`config.mk`:
```
export PLATFORM = sky130hd
export DESIGN_NAME = blackjack_round_ctrl
export DESIGN_NICKNAME = d
export VERILOG_FILES = /design/src/rtl/blackjack_round_ctrl.sv
export SDC_FILE = /design/constraint.sdc
export NUM_CORES = 1
export LEC_CHECK = 0
export ABC_AREA = 1
export CAP_MARGIN = 15
export CORE_UTILIZATION = 23
export CTS_CLUSTER_DIAMETER = 150
export DETAILED_ROUTE_END_ITERATION = 12
export REMOVE_ABC_BUFFERS = 1
export SYNTH_ARGS = -nofsm -noshare
export SYNTH_HDL_FRONTEND = slang
export SYNTH_SLANG_ARGS = --single-unit
```
`constraint.sdc`:
```
create_clock -name CLOCK_50 -period 7.05 [get_ports CLOCK_50]
set_clock_uncertainty 0.1 [all_clocks]
set_input_delay 0.705 -clock CLOCK_50 [delete_from_list [all_inputs] [get_ports CLOCK_50]]
set_output_delay 0.705 -clock CLOCK_50 [all_outputs]
set_load 0.01 [all_outputs]
```
`src/rtl/blackjack_round_ctrl.sv`:
```
// blackjack_round_ctrl: runs one blackjack round, fetching cards from the RNG
// over a req/ack handshake and producing both scores and the result.
module blackjack_round_ctrl #(
  parameter int DEALER_STAND = 17,
  parameter int BUST_LIMIT   = 21
) (
  input  logic       CLOCK_50,
  input  logic       reset_n,
  input  logic       new_round,
  input  logic       hit,
  input  logic       stand,
  input  logic       card_ack,
  input  logic [3:0] card_rank,
  output logic       card_req,
  output logic [4:0] player_score,
  output logic [4:0] dealer_score,
  output logic       dealing_cards,
  output logic       game_finished,
  output logic [1:0] result
);

  localparam logic [3:0] IDLE        = 4'd0;
  localparam logic [3:0] DEAL_P1     = 4'd1;
  localparam logic [3:0] DEAL_D1     = 4'd2;
  localparam logic [3:0] DEAL_P2     = 4'd3;
  localparam logic [3:0] DEAL_D2     = 4'd4;
  localparam logic [3:0] PLAYER_TURN = 4'd5;
  localparam logic [3:0] PLAYER_HIT  = 4'd6;
  localparam logic [3:0] DEALER_TURN = 4'd7;
  localparam logic [3:0] DEALER_HIT  = 4'd8;
  localparam logic [3:0] RESOLVE     = 4'd9;
  localparam logic [3:0] DONE        = 4'd10;

  localparam logic [5:0] BUST6  = 6'(BUST_LIMIT);
  localparam logic [4:0] BUST5  = 5'(BUST_LIMIT);
  localparam logic [4:0] STAND5 = 5'(DEALER_STAND);

  logic [3:0] state;
  logic [3:0] state_nx;
  logic       player_soft;
  logic       dealer_soft;

  logic       card_ace;
  logic [4:0] card_val;
  logic       to_player;
  logic [4:0] hand_score;
  logic       hand_soft;
  logic       soft_in;
  logic [5:0] sum;
  logic [4:0] new_score;
  logic       new_soft;
  logic       start;
  logic       take_card;
  logic       player_bust;
  logic       dealer_bust;
  logic [1:0] res_calc;

  function automatic logic is_fetch(input logic [3:0] s);
    return (s == DEAL_P1) || (s == DEAL_D1) ||
           (s == DEAL_P2) || (s == DEAL_D2) ||
           (s == PLAYER_HIT) || (s == DEALER_HIT);
  endfunction

  assign card_ace = (card_rank == 4'd1);

  always_comb begin
    card_val = 5'd10;
    unique case (1'b1)
      card_ace: card_val = 5'd11;
      (card_rank >= 4'd2) && (card_rank <= 4'd10):
        card_val = {1'b0, card_rank};
      default: card_val = 5'd10;
    endcase
  end

  assign to_player = (state == DEAL_P1) ||
                     (state == DEAL_P2) ||
                     (state == PLAYER_HIT);

  assign hand_score = to_player ? player_score : dealer_score;
  assign hand_soft  = to_player ? player_soft : dealer_soft;
  assign soft_in    = hand_soft | card_ace;
  assign sum        = {1'b0, hand_score} + {1'b0, card_val};

  // A soft ace drops from 11 to 1 once, the first time the hand overflows
  always_comb begin
    new_score = sum[4:0];
    new_soft  = soft_in;
    if ((sum > BUST6) && soft_in) begin
      new_score = sum[4:0] - 5'd10;
      new_soft  = 1'b0;
    end
  end

  assign start = ((state == IDLE) || (state == DONE)) && new_round;
  assign take_card = is_fetch(state) && card_ack;

  assign player_bust = (player_score > BUST5);
  assign dealer_bust = (dealer_score > BUST5);

  always_comb begin
    if (player_bust)
      res_calc = 2'b10;
    else if (dealer_bust)
      res_calc = 2'b01;
    else if (player_score > dealer_score)
      res_calc = 2'b01;
    else if (player_score < dealer_score)
      res_calc = 2'b10;
    else
      res_calc = 2'b11;
  end

  always_comb begin
    state_nx = state;
    unique case (state)
      IDLE, DONE:
        if (new_round) state_nx = DEAL_P1;
      DEAL_P1:
        if (card_ack) state_nx = DEAL_D1;
      DEAL_D1:
        if (card_ack) state_nx = DEAL_P2;
      DEAL_P2:
        if (card_ack) state_nx = DEAL_D2;
      DEAL_D2:
        if (card_ack) state_nx = PLAYER_TURN;
      PLAYER_TURN: begin
        if (player_score >= BUST5)
          state_nx = player_bust ? RESOLVE : DEALER_TURN;
        else if (stand)
          state_nx = DEALER_TURN;
        else if (hit)
          state_nx = PLAYER_HIT;
      end
      PLAYER_HIT:
        if (card_ack) state_nx = PLAYER_TURN;
      DEALER_TURN:
        state_nx = (dealer_score < STAND5) ? DEALER_HIT : RESOLVE;
      DEALER_HIT:
        if (card_ack) state_nx = DEALER_TURN;
      RESOLVE:
        state_nx = DONE;
      default:
        state_nx = IDLE;
    endcase
  end

  always_ff @(posedge CLOCK_50 or negedge reset_n) begin
    if (!reset_n) begin
      state         <= IDLE;
      card_req      <= 1'b0;
      dealing_cards <= 1'b0;
      game_finished <= 1'b0;
      player_score  <= 5'd0;
      dealer_score  <= 5'd0;
      player_soft   <= 1'b0;
      dealer_soft   <= 1'b0;
      result        <= 2'b00;
    end else begin
      state         <= state_nx;
      card_req      <= is_fetch(state_nx);
      dealing_cards <= is_fetch(state_nx);
      game_finished <= (state_nx == DONE);
      if (start) begin
        player_score <= 5'd0;
        dealer_score <= 5'd0;
        player_soft  <= 1'b0;
        dealer_soft  <= 1'b0;
        result       <= 2'b00;
      end else if (take_card) begin
        if (to_player) begin
          player_score <= new_score;
          player_soft  <= new_soft;
        end else begin
          dealer_score <= new_score;
          dealer_soft  <= new_soft;
        end
      end
      if (state == RESOLVE)
        result <= res_calc;
    end
  end

endmodule

```
==> results of run 1 <==
[worst paths after layout]
path / start / to / cells after the start
max in group asynchronous: reset_n / dealer_score[4] / 1
worst min register to register: player_soft / player_soft / 2
worst max-delay path: card_rank[1] / player_score[3] / 18
min in group asynchronous: reset_n / dealing_cards / 1
worst min-delay path: player_soft / player_soft / 2
worst max register to register: state[0] / player_score[3] / 15
[kinds of logic (layout without fill, tap and decap cells)]
group | after synthesis | count (layout) | share of synthesized area
flops | 20 | 20 | 0.278
compound gates | 37 | 37 | 0.128
xor+xnor | 2 | 2 | 0.00973
simple gates | 138 | 138 | 0.395
buf+inv | 43 | 67 | 0.109
fa+ha+maj | 11 | 11 | 0.0806
[Yosys cell counts, drive strengths merged]
cell	number	area share
dfrtp	20	0.28
nor2	24	0.064
nand2	73	0.18
o22ai	1	0.0035
o211ai	1	0.0042
fa	1	0.011
inv	39	0.081
o31ai	1	0.0042
nand3	25	0.097
xnor2	1	0.0049
or2	1	0.0035
nand4	8	0.028
a21boi	2	0.0083
o21ai	26	0.091
buf	4	0.028
xor2	1	0.0049
nor3	7	0.019
ha	10	0.069
a21oi	6	0.017
[metal layers]
metal	up-vias	global-route usage
met5	-	0
met4	0	0.0188
met3	4	0.0295
met2	47	0.172
met1	745	0.160
li1	864	-
[cell type report]
type / count / area [sq um]
clock inverters: 1 / 30.0
repair buffers: 24 / 240
clock buffers: 3 / 41.3
flip-flops and latches: 20 / 500
fillers: 791 / 5220
well taps: 99 / 124
multi-input cells: 188 / 1100
inverters: 39 / 146
[worst max-delay path, cell delays in order]
cell             delay, ns
clkdlybuf4s50_1       0.44
nor2_1                0.19
nor2_1                0.07
o21ai_0               0.08
a21boi_0              0.23
inv_1                 0.08
nor2_1                0.18
fa_1                  0.50
inv_1                 0.10
nand2_1               0.06
nand3_1               0.14
nand3_4               0.10
nand2_4               0.08
nand2_2               0.06
nand2_1               0.06
nand2_1               0.07
nand3_1               0.07
nand2_1               0.05
[power breakdown]
group | switching (mW) | total, mW | internal [mW]
clock network | 0.0410 | 0.117 | 0.0758
logic | 0.515 | 0.836 | 0.322
registers | 0.0707 | 0.237 | 0.167
total | 0.626 | 1.19 | 0.564
[flip-flops by register name, summed over array words and instances, names as in the netlist]
| register | cells |
|---|---|
| dealer_score | 5 |
| dealer_soft | 1 |
| dealing_cards | 1 |
| game_finished | 1 |
| player_score | 5 |
| player_soft | 1 |
| result | 2 |
| state | 4 |
[through the flow]
stage | worst slack (ns) | util | instance area (sq um) | instances | hold slack (ns)
after floorplan | 4.34 | - | 1750 | 247 | 0.309
after global placement | 3.66 | 0.285 | 2110 | 370 | 0.376
after detailed placement | 3.57 | 0.285 | 2110 | 370 | 0.382
after CTS | 3.84 | 0.295 | 2190 | 374 | 0.403
after global routing | 3.50 | 0.295 | 2190 | 374 | 0.431
final | 3.82 | 0.295 | 2190 | 374 | 0.404
==> results by group, run 1 <==
Floorplanning
  • Die footprint: 8190 sq um
  • Initial core utilization: 0.243
  • Vert. Die Dim: 90.5 um
  • Die width: 90.5 um
  • Core ar.: 7410 sq um
  • # rows: 31
  • Top Ports: 25

STA
  • Worst slew pin tran: 0.965 ns
  • # setup viols final: 0
  • Highest Clock Rate: 310 MHz
  • Final min period: 3.23 ns
  • Setup TNS: 0 ns
  • Fin. max-slew vios: 0
  • Hold Violations, Final: 0
  • Unrepaired setup endpoints after global routing: false
  • Fin crit share: 0.458
  • Rel. slew slack: 0.355

Routing
  • Uppermost layer routed: met4
  • WL final: 4340 um
  • Post-route met1 wirelength: 2140 um
  • Routed wl met2: 1900 um
  • Metal3 WL: 260 um
  • Number of DRC markers in iteration 0: 162
  • Drt wl/cell: 11.6 um
  • Vias: 1660
  • DRT antenna net count: 0
  • Drc violations: 0
  • Initial DRT Pass Iterations: 4
  • Via density per instance: 4.44

Clocking
  • Root buffer cell: clkbuf_8
  • H-tree depth: 1
  • CTS sink count: 20
  • Hold Buf Count CTS: 0
  • Post-cts resize count: 0
  • Postcts setup bufs: 0
  • Maximum clock path buffer count: 2
  • Clock Pin Slew Worst Setup and Hold Paths: 0.08 ns
  • Skew-Pair Late Insertion Delay: 0.26 ns
  • CTS buffer count: 3
  • TritonCTS clock tree: built

Global routing
  • GRT overflow: 0
  • Global-route wire length before repair: 7360 um
  • Gr usage total: 0.112
  • Pin count of the biggest net entering global routing: 21
  • Initial antenna violation count: 0
  • Number of global-route vias before repair: 1514

Job
  • Max-Cap Viols: 0

Finish
  • Commonest non-fill, non-tap cell in the layout: nand2_1
  • Commonest non-fill, non-tap cells in the layout: nand2_1, inv_1, clkdlybuf4s50_1
  • Antenna diode count: 0
  • Area Growth Syn to Fin: 21.4%
  • Nets: 297
  • Layout cells sized above 1: 0.135

Power and ir drop
  • Lkg Pwr: 1.05 nW
  • Final Power: 1.19 mW
  • IR drop worst, VDD: 0.147 mV
  • PwrDens: 545 nW/um^2

Outcome
  • Outcome: finished clean

Setup path
  • Kind of end point of the critical path: flop
  • WS Path Type: in -> reg
  • CP max FO: 5
  • Worst path required time: 7.10 ns
  • Worst reg2reg setup slack: 4.04 ns
  • Startpoint types: input pin
  • CP arrival: 3.28 ns

Logic synthesis
  • Seq cells post-synth: 20
  • Mapped Area: 1800 sq um
  • Post-Synthesis Cells: 251
  • Synth warn: 0
  • Distinct cells, synth: 30
  • Sequential area share after synthesis: 0.278
  • Mean Syn Cell Area: 7.17 sq um

Place
  • Post-DP HPWL: 3610 um
  • IO buf count: 24
  • GPL Wtd Cong: 0.822

Worst hold path
  • Worst min path class: reg -> reg
(Power assumes the default switching activity.)
==> run 2: changes to the inputs <==
==> constraint.sdc (replaced) <==
create_clock -name CLOCK_50 -period 2.9 [get_ports CLOCK_50]
set_clock_uncertainty 0.1 [all_clocks]
set_input_delay 0.29 -clock CLOCK_50 [delete_from_list [all_inputs] [get_ports CLOCK_50]]
set_output_delay 0.29 -clock CLOCK_50 [all_outputs]
set_load 0.01 [all_outputs]
==> run 2 against run 1 <==
Worst setup slack worse by 3.7 ns. First-iteration DRC count down 13%. Critical endpoint is now player_score[1]. Sequential share of layout area down 0.82 points. Critical path type is now reg -> reg.
==> results by group, run 2 (same netlist as run 1, synthesis figures left out) <==
Outcome
  • Outcome: finished clean

Global routing
  • Gr usage total: 0.112 (-0.000792)
  • Number of global-route vias before repair: 1573 (+3.9%)
  • Initial antenna violation count: 0 (unchanged)
  • Global-route wire length before repair: 7330 um (-0.38%)
  • GRT overflow: 0 (unchanged)
  • Pin count of the biggest net entering global routing: 21 (unchanged)

Routing
  • Initial DRT Pass Iterations: 4 (unchanged)
  • Number of DRC markers in iteration 0: 141 (-13%)
  • WL final: 4390 um (+1.3%)
  • Via density per instance: 4.56 (+2.7%)
  • DRT antenna net count: 0 (unchanged)
  • Drt wl/cell: 11.5 um (-1.0%)
  • Drc violations: 0 (unchanged)
  • Vias: 1746 (+5.2%)

Setup path
  • Crit path largest cell delay: 0.56 ns (+0.06 ns)
  • WS Path Type: reg -> reg
  • CP arrival: 2.79 ns (-0.49 ns)
  • Most frequent CP cell: nand2_1
  • Kind of end point of the critical path: flop
  • Worst path required time: 2.95 ns (-4.15 ns)
  • CP max FO: 7 (+2)
  • Startpoint types: flop
  • CP Cell Sequence: nor2_4 > nand2_4 > nand2_4 > nand2_1 > o21ai_1 > ha_2 > inv_1 > fa_2 > inv_1 > nand2_1 > nand3_1 > nand3_4 > nand2_4 > nand2_2 > nand2_1 > nand4_1 > nand2_1
  • Slowest-stage cell, CP: fa_2

Finish
  • Nets: 306 (+3.0%)
  • Layout cells sized above 1: 0.187 (+0.0521)
  • Post-Route Utilization: 0.308 (+0.0125)
  • Non-filler cells, final: 383 (+2.4%)
  • Antenna diode count: 0 (unchanged)
  • Final instance area: 2280 sq um (+4.2%)
  • Commonest non-fill, non-tap cell in the layout: nand2_1
  • Commonest non-fill, non-tap cells in the layout: nand2_1, inv_1, clkdlybuf4s50_1
  • Biggest regs: dealer_score: 5 flops, player_score: 5 flops, state: 4 flops
  • Area Growth Syn to Fin: 26.5%

STA
  • Fin. max-slew vios: 0 (unchanged)
  • Fin crit share: 0.943
  • Final min period: 2.74 ns
  • Highest Clock Rate: 366 MHz
  • Rel. slew slack: 0.384 (+0.0296)
  • Hold Violations, Final: 0 (unchanged)
  • Worst slew pin tran: 0.921 ns (-0.0442 ns)
  • # setup viols final: 0 (unchanged)

Floorplanning
  • Core ar.: 7410 sq um (unchanged)
  • # rows: 31 (unchanged)
  • Top Ports: 25 (unchanged)
  • Initial core utilization: 0.243 (unchanged)
  • Die width: 90.5 um (unchanged)
  • Vert. Die Dim: 90.5 um (unchanged)
  • Die footprint: 8190 sq um (unchanged)

Place
  • GPL Wtd Cong: 0.889 (+8.2%)
  • Placed Area: 2180 sq um (+3.2%)
  • Inst Count DP: 379 (+2.4%)
  • IO buf count: 24 (unchanged)
  • Post-DP HPWL: 3660 um (+1.5%)

Power and ir drop
  • Clk pwr share: 0.093 (-0.005)
  • Seq pwr share: 0.184 (-0.015)
  • PwrDens: 1340 nW/um^2 (+150%)
  • Int Pwr: 1.49 mW (+160%)
  • Switching Fraction: 0.512 (-0.0144)
  • Psw: 1.56 mW (+150%)
  • Logic pwr share: 0.723 (+0.020)
  • IR drop worst, VDD: 0.389 mV (+160%)
  • Lkg Pwr: 1.10 nW (+4.4%)

Worst hold path
  • Worst min path class: reg -> reg

Clocking
  • TritonCTS clock tree: built
  • CTS buffer count: 3 (unchanged)
  • Skew-Pair Late Insertion Delay: 0.26 ns (about the same)
  • Maximum clock path buffer count: 2 (unchanged)
  • Clock Pin Slew Worst Setup and Hold Paths: 0.08 ns (about the same)
  • CTS sink count: 20 (unchanged)
  • H-tree depth: 1 (unchanged)
  • Hold Buf Count CTS: 0 (unchanged)
  • Postcts setup bufs: 0 (unchanged)
  • Root buffer cell: clkbuf_8

Job
  • Max-Cap Viols: 0 (unchanged)
-- run 2: cell types whose count changed in the layout (fill, tap and decap cells not counted), moves of 2 or more --
cell     change
buf_4        +9
dfrtp_1      -2
dfrtp_2      +2
nor2_1       -2
o21ai_0      -2
o21ai_1      +2
-- run 2: timing repair --
action,4_1_cts,5_1_grt
hold endpoints to repair,0,0
endpoints found under the setup margin,2,8
resized for setup,1,9
pin swaps,0,1
-- run 2: through the flow --
stage / power (mW) / setup TNS, ns / setup slack [ns] / hold slack (ns)
final: 3.05 / 0 / 0.165 / 0.399
after global routing: 3.37 / -0.0230 / -0.0125 / 0.443
after CTS: 3.03 / 0 / 0.0315 / 0.411
after detailed placement: 2.72 / -0.220 / -0.0970 / 0.390
after global placement: 2.70 / -0.0781 / -0.0437 / 0.378
after floorplan: 2.06 / 0 / 0.250 / -0.106
-- run 2: power groups by stage --
| stage | sequential [mW] | combinational, mW | clock, mW |
|---|---|---|---|
| global placement | 0.559 | 2.14 | 0 |
| finish | 0.560 | 2.20 | 0.285 |
| floorplan | 0.577 | 1.48 | 0 |
| CTS | 0.557 | 2.18 | 0.295 |
| global route | 0.576 | 2.49 | 0.304 |
| detailed placement | 0.558 | 2.17 | 0 |
-- run 2: path summary, 6_finish.rpt --
path	start	endpoint	slack (ns)	cells after the start
min in group asynchronous	reset_n	dealing_cards	0.44	1
max in group asynchronous	reset_n	state[3]	1.64	1
worst min register to register	player_soft	player_soft	0.40	2
worst max-delay path	state[3]	player_score[1]	0.16	17
worst max register to register	state[3]	player_score[1]	0.16	17
worst min-delay path	player_soft	player_soft	0.40	2
-- run 2: area by class of cell --
type	count	area [sq um]
Clock buffer	3	41.3
Tap cell	99	124
Timing Repair Buffer	33	308
Multi-Input combinational cell	188	1130
Inverter	39	146
Fill cell	779	5130
Clock inverter	1	30.0
Sequential cell	20	503
-- run 2: routing by layer --
| metal | part of all wire | track usage | vias to the layer above | wire [um] |
|---|---|---|---|---|
| met3 | 0.051 | 0.0244 | 2 | 226 |
| li1 | - | - | 886 | - |
| met2 | 0.46 | 0.182 | 47 | 2030 |
| met4 | 0.0048 | 0.0202 | 0 | 21 |
| met1 | 0.48 | 0.152 | 811 | 2120 |
| met5 | 0 | 0 | - | 0 |
-- run 2: critical path: cells and delay by family (launching register included) --
family / cells / cell delay (ns)
simple gates: 12 / 1.09
fa+ha+maj: 2 / 0.77
flops: 1 / 0.46
buf+inv: 2 / 0.11
compound gates: 1 / 0.08
